File: src/rtl/vga_pkg.sv
// Shared VGA types: per-axis timing record, packed colour type and the 640x480@60 mode.
package vga_pkg;

  typedef struct packed {
    int unsigned active;
    int unsigned fp;
    int unsigned sync;
    int unsigned bp;
  } vga_timing_t;

  localparam int DEF_COLOR_W = 2;

  typedef logic [3*DEF_COLOR_W-1:0] rgb_t;

  localparam vga_timing_t VGA_640X480_H = '{active: 640, fp: 16, sync: 96, bp: 48};
  localparam vga_timing_t VGA_640X480_V = '{active: 480, fp: 10, sync: 2,  bp: 33};

endpackage

File: src/rtl/vga_timing.sv
// VGA raster counters with registered sync and end-of-line/frame pulses; exposes the
// current raster position so the engine can register its pixel on the same cycle.
module vga_timing
  import vga_pkg::*;
#(
  parameter int H_ACTIVE = int'(VGA_640X480_H.active),
  parameter int H_FP     = int'(VGA_640X480_H.fp),
  parameter int H_SYNC   = int'(VGA_640X480_H.sync),
  parameter int H_BP     = int'(VGA_640X480_H.bp),
  parameter int V_ACTIVE = int'(VGA_640X480_V.active),
  parameter int V_FP     = int'(VGA_640X480_V.fp),
  parameter int V_SYNC   = int'(VGA_640X480_V.sync),
  parameter int V_BP     = int'(VGA_640X480_V.bp),
  parameter bit SYNC_POL = 1'b0
) (
  input  logic                        clk_i,
  input  logic                        rst_in,
  output logic                        active_o,
  output logic [$clog2(H_ACTIVE)-1:0] x_o,
  output logic [$clog2(V_ACTIVE)-1:0] y_o,
  output logic                        frame_end_o,
  output logic                        hsync_o,
  output logic                        vsync_o,
  output logic                        next_vertical_o,
  output logic                        next_frame_o
);

  localparam int H_TOT = H_ACTIVE + H_FP + H_SYNC + H_BP;
  localparam int V_TOT = V_ACTIVE + V_FP + V_SYNC + V_BP;
  localparam int HW    = $clog2(H_TOT);
  localparam int VW    = $clog2(V_TOT);

  logic [HW-1:0] h_cnt;
  logic [VW-1:0] v_cnt;
  int            h_i;
  int            v_i;
  logic          line_end;
  logic          hs_on;
  logic          vs_on;

  assign h_i = int'(h_cnt);
  assign v_i = int'(v_cnt);

  assign line_end    = (h_i == H_TOT - 1);
  assign frame_end_o = line_end && (v_i == V_TOT - 1);
  assign active_o    = (h_i < H_ACTIVE) && (v_i < V_ACTIVE);
  assign hs_on       = (h_i >= H_ACTIVE + H_FP) && (h_i < H_ACTIVE + H_FP + H_SYNC);
  assign vs_on       = (v_i >= V_ACTIVE + V_FP) && (v_i < V_ACTIVE + V_FP + V_SYNC);
  assign x_o         = h_cnt[$clog2(H_ACTIVE)-1:0];
  assign y_o         = v_cnt[$clog2(V_ACTIVE)-1:0];

  always_ff @(posedge clk_i) begin
    if (!rst_in) begin
      h_cnt           <= '0;
      v_cnt           <= '0;
      hsync_o         <= ~SYNC_POL;
      vsync_o         <= ~SYNC_POL;
      next_vertical_o <= 1'b0;
      next_frame_o    <= 1'b0;
    end else begin
      // Outputs describe the position the counters held this cycle, hence one clock behind.
      hsync_o         <= hs_on ? SYNC_POL : ~SYNC_POL;
      vsync_o         <= vs_on ? SYNC_POL : ~SYNC_POL;
      next_vertical_o <= line_end;
      next_frame_o    <= frame_end_o;
      if (line_end) begin
        h_cnt <= '0;
        v_cnt <= (v_i == V_TOT - 1) ? '0 : v_cnt + VW'(1);
      end else begin
        h_cnt <= h_cnt + HW'(1);
      end
    end
  end

endmodule

File: src/rtl/vga_sprite_engine.sv
// VGA timing plus one double-buffered 1-bpp sprite over a background colour.
// Optional VGA_SPRITE_BOUNCE_EN: sprite drifts diagonally and bounces off the active edges.
module vga_sprite_engine
  import vga_pkg::*;
#(
  parameter int H_ACTIVE = int'(VGA_640X480_H.active),
  parameter int H_FP     = int'(VGA_640X480_H.fp),
  parameter int H_SYNC   = int'(VGA_640X480_H.sync),
  parameter int H_BP     = int'(VGA_640X480_H.bp),
  parameter int V_ACTIVE = int'(VGA_640X480_V.active),
  parameter int V_FP     = int'(VGA_640X480_V.fp),
  parameter int V_SYNC   = int'(VGA_640X480_V.sync),
  parameter int V_BP     = int'(VGA_640X480_V.bp),
  parameter int COLOR_W  = DEF_COLOR_W,
  parameter int SPR_W    = 16,
  parameter int SPR_H    = 16,
  parameter bit SYNC_POL = 1'b0
) (
  input  logic                        clk_i,
  input  logic                        rst_in,
  input  logic                        bm_we_i,
  input  logic [$clog2(SPR_H)-1:0]    bm_row_i,
  input  logic [SPR_W-1:0]            bm_data_i,
  input  logic                        pos_we_i,
  input  logic [$clog2(H_ACTIVE)-1:0] pos_x_i,
  input  logic [$clog2(V_ACTIVE)-1:0] pos_y_i,
  input  logic [3*COLOR_W-1:0]        spr_color_i,
  input  logic [3*COLOR_W-1:0]        bg_color_i,
  output logic [3*COLOR_W-1:0]        rrggbb_o,
  output logic                        hsync_o,
  output logic                        vsync_o,
  output logic                        next_vertical_o,
  output logic                        next_frame_o
);

  localparam int XW  = $clog2(H_ACTIVE);
  localparam int YW  = $clog2(V_ACTIVE);
  localparam int RW  = $clog2(SPR_H);
  localparam int CXW = (SPR_W > 1) ? $clog2(SPR_W) : 1;

  logic          active;
  logic [XW-1:0] x;
  logic [YW-1:0] y;
  logic          frame_end;

  vga_timing #(
    .H_ACTIVE (H_ACTIVE), .H_FP (H_FP), .H_SYNC (H_SYNC), .H_BP (H_BP),
    .V_ACTIVE (V_ACTIVE), .V_FP (V_FP), .V_SYNC (V_SYNC), .V_BP (V_BP),
    .SYNC_POL (SYNC_POL)
  ) u_timing (
    .clk_i           (clk_i),
    .rst_in          (rst_in),
    .active_o        (active),
    .x_o             (x),
    .y_o             (y),
    .frame_end_o     (frame_end),
    .hsync_o         (hsync_o),
    .vsync_o         (vsync_o),
    .next_vertical_o (next_vertical_o),
    .next_frame_o    (next_frame_o)
  );

  logic [SPR_W-1:0] bitmap [SPR_H];
  logic [XW-1:0]    shadow_x, act_x, nxt_x;
  logic [YW-1:0]    shadow_y, act_y, nxt_y;

  always_ff @(posedge clk_i) begin
    if (!rst_in) begin
      for (int i = 0; i < SPR_H; i++) bitmap[i] <= '0;
    end else if (bm_we_i) begin
      bitmap[bm_row_i] <= bm_data_i;
    end
  end

`ifdef VGA_SPRITE_BOUNCE_EN
  localparam logic [XW-1:0] X_MAX = XW'(H_ACTIVE - SPR_W);
  localparam logic [YW-1:0] Y_MAX = YW'(V_ACTIVE - SPR_H);

  // dir_* = 1 means the sprite is currently moving toward 0 on that axis.
  logic          dir_x, dir_y, pend;
  logic          neg_x, neg_y, nxt_dir_x, nxt_dir_y;
  logic [XW-1:0] mv_x;
  logic [YW-1:0] mv_y;

  always_comb begin
    neg_x = dir_x;
    if (act_x == '0)         neg_x = 1'b0;
    else if (act_x >= X_MAX) neg_x = 1'b1;
    neg_y = dir_y;
    if (act_y == '0)         neg_y = 1'b0;
    else if (act_y >= Y_MAX) neg_y = 1'b1;
    mv_x = neg_x ? act_x - XW'(1) : act_x + XW'(1);
    mv_y = neg_y ? act_y - YW'(1) : act_y + YW'(1);
    nxt_dir_x = neg_x;
    if (mv_x == X_MAX)   nxt_dir_x = 1'b1;
    else if (mv_x == '0) nxt_dir_x = 1'b0;
    nxt_dir_y = neg_y;
    if (mv_y == Y_MAX)   nxt_dir_y = 1'b1;
    else if (mv_y == '0) nxt_dir_y = 1'b0;
    nxt_x = pos_we_i ? pos_x_i : (pend ? shadow_x : mv_x);
    nxt_y = pos_we_i ? pos_y_i : (pend ? shadow_y : mv_y);
  end

  always_ff @(posedge clk_i) begin
    if (!rst_in) begin
      dir_x <= 1'b0;
      dir_y <= 1'b0;
      pend  <= 1'b0;
    end else if (frame_end) begin
      pend <= 1'b0;
      if (!pos_we_i && !pend) begin
        dir_x <= nxt_dir_x;
        dir_y <= nxt_dir_y;
      end
    end else if (pos_we_i) begin
      pend <= 1'b1;
    end
  end
`else
  assign nxt_x = pos_we_i ? pos_x_i : shadow_x;
  assign nxt_y = pos_we_i ? pos_y_i : shadow_y;
`endif

  always_ff @(posedge clk_i) begin
    if (!rst_in) begin
      shadow_x <= '0;
      shadow_y <= '0;
      act_x    <= '0;
      act_y    <= '0;
    end else begin
      if (pos_we_i) begin
        shadow_x <= pos_x_i;
        shadow_y <= pos_y_i;
      end
      if (frame_end) begin
        act_x <= nxt_x;
        act_y <= nxt_y;
      end
    end
  end

  // One extra bit keeps x-pos_x from aliasing into the box when x < pos_x.
  logic [XW:0]      dx;
  logic [YW:0]      dy;
  logic             in_box;
  logic [SPR_W-1:0] row_bits;
  logic             spr_hit;

  assign dx       = {1'b0, x} - {1'b0, act_x};
  assign dy       = {1'b0, y} - {1'b0, act_y};
  assign in_box   = (x >= act_x) && (y >= act_y) &&
                    (dx < (XW+1)'(SPR_W)) && (dy < (YW+1)'(SPR_H));
  assign row_bits = bitmap[dy[RW-1:0]];
  assign spr_hit  = in_box && row_bits[dx[CXW-1:0]];

  always_ff @(posedge clk_i) begin
    if (!rst_in)      rrggbb_o <= '0;
    else if (!active) rrggbb_o <= '0;
    else              rrggbb_o <= spr_hit ? spr_color_i : bg_color_i;
  end

endmodule
File: config.mk
export PLATFORM = sky130hd
export DESIGN_NAME = vga_sprite_engine
export DESIGN_NICKNAME = d
export VERILOG_FILES = /design/src/rtl/vga_pkg.sv /design/src/rtl/vga_timing.sv /design/src/rtl/vga_sprite_engine.sv
export SDC_FILE = /design/constraint.sdc
export NUM_CORES = 1
export LEC_CHECK = 0
export BUFFER_PORTS_ARGS = -buffer_cell sky130_fd_sc_hd__clkbuf_2
export CAP_MARGIN = 25
export CORE_MARGIN = 2
export CORE_UTILIZATION = 45
export DETAILED_ROUTE_END_ITERATION = 16
export PLACE_DENSITY = 0.63
export SETUP_SLACK_MARGIN = 0.02
export SYNTH_ARGS = -nofsm -noshare
export SYNTH_HDL_FRONTEND = slang
export SYNTH_HIERARCHICAL = 1
export SYNTH_SLANG_ARGS = --single-unit
File: constraint.sdc
create_clock -name clk_i -period 6.5 [get_ports clk_i]
set_input_delay 0 -clock clk_i [delete_from_list [all_inputs] [get_ports clk_i]]
set_output_delay 0 -clock clk_i [all_outputs]
set_load 0.01 [all_outputs]
=== Yosys cells after proc, flatten, opt, wreduce, memory -nomap -nowiden ===
Memory sizes are Yosys's and may differ from the RTL's.
Index checks and enable logic that the tools add are counted.

* Add/sub/neg operators: 4
* Order comparisons: 11
* Equality and inequality tests: 2
* Muxes and demuxes: 15
* Bitwise gates (word level): 1
* Reduce and logical (&&, ||, !) cells: 11

{| class="wikitable"
|+ Operators by type and width
! kind !! number
|-
| $add 10x1->10 const B || 2
|-
| $lt 10x10->1 const B || 2
|-
| $lt 10x9->1 const B || 2
|-
| $mux 10 || 2
|-
| $mux 16 || 1
|-
| $reduce_or 16->1 || 1
|-
| $lt 11x5->1 const B || 1
|-
| $sub 10x10->11 || 1
|-
| $eq 10x10->1 const B || 1
|-
| $eq 10x9->1 const B || 1
|-
| $ge 10x10->1 || 1
|-
| $ge 10x10->1 const B || 1
|-
| $ge 10x9->1 const B || 1
|-
| $lt 10x5->1 const B || 1
|-
| $sub 9x9->10 || 1
|-
| $ge 9x9->1 || 1
|-
| $mux 9 || 1
|-
| $logic_and 1x1->1 || 8
|-
| $mux 1 || 8
|-
| $mux 6 || 1
|-
| $lt 4x5->1 const B || 1
|-
| $bmux 1 s4 || 1
|-
| $mux 4 || 1
|-
| $reduce_and 2->1 || 1
|-
| 2 further kinds || 2
|}

* Flip-flop bits (word level): 68
* Bits in writable memories: 256
* Bits of input ports: 55
* Output and inout bits: 10
* Memories kept: 1

{| class="wikitable"
|+ Memory list
! memory !! words !! width !! read ports !! clocked after memory_dff !! write ports !! line !! text
|-
| bitmap || 16 || 16 || 1 || 0 || 16 || vga_sprite_engine.sv:63 || <nowiki>logic [SPR_W-1:0] bitmap [SPR_H];</nowiki>
|}

=== Depth between registers and ports, before layout ===
* Depth in word-level cells: 6
* Gate-level depth with buffers: 16

=== Hierarchy ===
The synthesis kept the hierarchy.

{| class="wikitable"
|+ By module, submodules not included
! module !! instances !! cells an instance !! area each (µm²) !! seq. area each (µm²)
|-
| vga_sprite_engine || 1 || 1067 || 14401.3 || 8568.2
|-
| vga_timing || 1 || 138 || 1193.6 || 480.5
|}

=== Worst setup path before layout ===
Ideal clock, no wire load.

* Path kind: register -> register
* From: register u_timing.v_cnt[0]
* To: register rrggbb_o[0]
* Setup time: 72 ps
* Data arrival time: 3092 ps
* Setup slack: 3337 ps
* Cell stages (with the launch flop): 17
* Buffers on the path: 4
* Cells stage by stage: dfxtp_1 -> buf_4 -> inv_1 -> ha_1 -> inv_1 -> fa_1 -> buf_2 -> buf_2 -> buf_1 -> mux4_2 -> nand2_1 -> nand3_1 -> nand3_1 -> a211oi_1 -> nand4_1 -> o31ai_4 -> mux2i_1

* Longest elaborated chain between the ends: 6
* Elaborated cells between the ends (all ways): 14
* Those cells by class: 1 x add/sub; 3 x order compare; 3 x mux; 6 x reduce/logical; 1 x memory

{| class="wikitable"
|+ RTL lines
! item !! line !! text
|-
| start, declared || vga_timing.sv:34 || <nowiki>logic [VW-1:0] v_cnt;</nowiki>
|-
| start signal, assigned || vga_timing.sv:68 || <nowiki>v_cnt <= (v_i == V_TOT - 1) ? '0 : v_cnt + VW'(1);</nowiki>
|-
| $sub 9x9->10 / $ge 9x9->1 (equally long branches) || vga_sprite_engine.sv:150, vga_sprite_engine.sv:151 ||
|-
| $mem_v2 16x16 / $logic_and 1x1->1 (equally long branches) || - ||
|-
| $bmux 1 s4 / $logic_and 1x1->1 (equally long branches) || vga_sprite_engine.sv:154, vga_sprite_engine.sv:151 ||
|-
| $mux 1 (not written as such) / $logic_and 1x1->1 (equally long branches) || vga_sprite_engine.sv:154, vga_sprite_engine.sv:152 ||
|-
| $logic_and 1x1->1 || vga_sprite_engine.sv:154 || <nowiki>assign spr_hit = in_box && row_bits[dx[CXW-1:0]];</nowiki>
|-
| $mux 6 || vga_sprite_engine.sv:159 || <nowiki>else rrggbb_o <= spr_hit ? spr_color_i : bg_color_i;</nowiki>
|-
| end signal, assigned || vga_sprite_engine.sv:159 ||
|-
| end, declared || vga_sprite_engine.sv:29 || <nowiki>output logic [3*COLOR_W-1:0] rrggbb_o,</nowiki>
|}

Several ways; a longest one is shown, not always the timed one. The select of a mux whose other input is x is not followed.
A chain may end at the register's enable or synchronous reset.

=== Worst setup path after layout ===
* From: register u_timing.v_cnt[0]
* To: register rrggbb_o[4]

Same word-level chain as after synthesis.

==> flow_metrics.py <==
metrics = {
    "floorplan": {
        "rows": 68,
        "initial_utilization_pct": 45.4,
        "die_y_um": 190,
        "die_w_um": 190,
        "die_area_sq_um": 36200,
        "ioPinCount": 65,
        "core_area_sq_um": 34400,
    },
    "cts": {
        "clkSinkCount": 324,
        "postCtsResizedCells": 0,
        "path_clk_slew_ns": 0.06,
        "clockBufferDepth": 3,
        "cts_hold_buf": 31,
        "clk_latency_ns": 0.52,
        "post_cts_buffers": 0,
        "cts_buffers": 35,
        "cts_tree": "built",
        "ctsHtreeMaxLevel": 2,
        "cts.root.buffer_cell": "clkbuf_16",
    },
    "synthesis": {
        "synth_xor_area_share_pct": 1.46,
        "async_flop_share_pct": 0,
        "synth_top_cell_area_share_pct": 49.3,
        "yosysUniqueCellTypes": 67,
        "synth.area.top_cells": "edfxtp_1, and2_1, mux4_2",
        "syn_area_sq_um": 15600,
        "synth_edf_count": 256,
        "synthMuxAreaShare_pct": 11.8,
        "avgSynthCellArea_sq_um": 12.9,
        "dominantRegCellSynth": "edfxtp_1",
        "yosys_register_bits": 324,
        "synth-compound-area-share_pct": 4.94,
        "synth_top_family_by_area": "simple AND/OR/NAND/NOR gates",
        "synthAdderAreaFrac_pct": 2.10,
        "syn_nets": 1285,
        "synthSimpleGateAreaFrac_pct": 18.4,
        "synth.yosys.seq_area_share_pct": 58.0,
        "synthCells": 1205,
        "synth_area_leader_cell": "edfxtp_1",
        "yosysWarnings": 6,
    },
    "run_status": {
        "outcome": "complete, no violations",
    },
    "sta": {
        "finalSetupTns_ns": 0,
        "fin_crit_sh_pct": 72.8,
        "slew_viol_final": 0,
        "setup_viol": 0,
        "worst_pin_slew_ns": 1.09,
        "setup_slack_ns": 1.77,
        "slew_headroom_pct": 27.0,
        "skew_ns": 0.0203,
        "fmax_ghz": 0.211,
        "rsz0062_at_grt": "false",
        "min_period_ns": 4.73,
        "hold_viol_final": 0,
    },
    "power_and_ir_drop": {
        "power_mw": 4.73,
        "ir_drop_v": 0.000234,
        "p_leak_nw": 6.57,
        "pwr_density_cell_nw_per_um2": 265,
    },
    "placed_design": {
        "gp_congestion": 0.961,
        "pre_cts_slack_ns": 2.32,
        "dp_hpwl_um": 25700,
        "port_buffers": 64,
    },
    "routing": {
        "met1Wirelength_um": 16600,
        "wire_per_inst_um": 22.2,
        "met2_length_um": 18800,
        "vias": 9808,
        "wl_met3_um": 3080,
        "drt_iter0_markers": 908,
        "routed_wirelength_um": 39300,
        "top_layer": "met4",
        "dr.pass1.iters": 5,
        "ant_nets": 0,
        "routed_via_density": 5.55,
        "drc": 0,
    },
    "critical_path": {
        "rr_worst_depth": 12,
        "worstPathArrival_ns": 5.18,
        "endpoint_kind": "flip-flop",
        "criticalPathCategory": "flip-flop to flip-flop",
        "worstPathRequired_ns": 6.94,
        "cp_max_fo": 46,
        "startpoint_type": "flip-flop",
    },
    "flow_run": {
        "max_cap_viol_count": 0,
    },
    "global_routing": {
        "grt_pass1_wl_um": 60000,
        "overflow": 0,
        "antenna_found_initial": 1,
        "grt_usage_pct": 22.1,
        "grt_pass1_vias": 9871,
        "grt_max_degree": 63,
    },
    "layout": {
        "drive_gt1_share_pct": 17.6,
        "utilization_pct": 52.0,
        "mostFrequentLayoutCell": "and2_1",
        "fin_nets": 1364,
        "mostFrequentLayoutCells": "and2_1, edfxtp_1, nand2_1",
        "area_growth_pct": 14.6,
    },
    "min_path": {
        "min_path_cells": 2,
        "worst_hold_path_type": "primary input to flip-flop",
    },
}
==> through the flow <==
stage | hold slack [ns] | std cells | cell area (sq um)
floorplan | 0.139 | 1205 | 15600
global placement | 0.230 | 1665 | 16300
detailed placement | 0.237 | 1671 | 16400
CTS | 0.0450 | 1764 | 17900
global route | 0.0694 | 1764 | 17900
finish | 0.0659 | 1766 | 17900
==> cell type report <==
class	count	area, sq um
Antenna cell	2	5.00
Clock buffer	45	956
Clock inverter	17	214
Fill cell	2923	16500
Inverter	33	124
Multi-Input combinational cell	765	6070
Sequential cell	324	9050
Tap cell	455	569
Timing Repair Buffer	125	875
==> worst max-delay path, cell delays in order, from the launching register on <==
cell and delay [ns]:
dfxtp_1 0.35, inv_1 0.11, ha_4 0.13, inv_1 0.04, fa_4 1.27, mux4_2 0.37, nand2_1 0.05, and3_1 0.19
a311oi_1 0.47, a311oi_1 0.16, o31ai_4 0.62, mux2i_1 0.27, dlygate4sd3_1 0.57
==> sequential cells by signal, indices dropped and copies added, names as in the netlist <==
register                  count
act_x                        10
bitmap                      256
shadow_x                     10
u_timing/next_vertical_o      1
u_timing/hsync_o              1
rrggbb_o                      6
u_timing/x_o                 10
act_y                         9
shadow_y                      9
u_timing/vsync_o              1
u_timing/v_cnt               10
u_timing/next_frame_o         1
==> layer usage <==
| layer | vias to the layer above | global-route usage (%) |
|---|---|---|
| li1 | 4511 | - |
| met1 | 4886 | 29.9 |
| met2 | 347 | 36.3 |
| met3 | 64 | 5.02 |
| met4 | 0 | 5.25 |
| met5 | - | 0 |
==> report_power, final <==
part,internal (mW),switching [mW]
clock network,1.24,0.805
logic,0.126,0.180
registers,2.34,0.0346
==> synth_stat cells, types with 12 or more instances <==
library cell / count
mux2i_1: 34
nand2_1: 81
nor2b_1: 22
o211a_1: 19
o21ai_0: 20
clkbuf_1: 48
nand3_1: 28
nor2_1: 57
buf_4: 13
a31oi_1: 12
dfxtp_1: 68
mux4_2: 65
ha_1: 23
inv_1: 33
xnor2_1: 15
a21oi_1: 13
nor3_1: 16
buf_2: 14
edfxtp_1: 256
and2_1: 259
==> final timing paths <==
| path | from | to | slack, ns |
|---|---|---|---|
| setup reg to reg | u_timing/v_cnt[0] | rrggbb_o[4] | 1.77 |
| hold reg to reg | act_x[6] | act_x[6] | 0.48 |
| setup / recovery | u_timing/v_cnt[0] | rrggbb_o[4] | 1.77 |
| hold / removal | bm_data_i[12] | bitmap[0][12] | 0.07 |
==> logic make-up (layout without fill, tap and decap cells) <==
group | after synthesis | in the layout
and+or+nand+nor | 512 | 512
other | 0 | 2
DFF | 324 | 324
adders and majority gates | 25 | 25
buffers and inverters | 116 | 220
AOI/OAI and AO/OA | 103 | 103
muxes | 102 | 102
xor gates and xnor gates | 23 | 23
No activity file was read; power rests on OpenSTA's default activity.
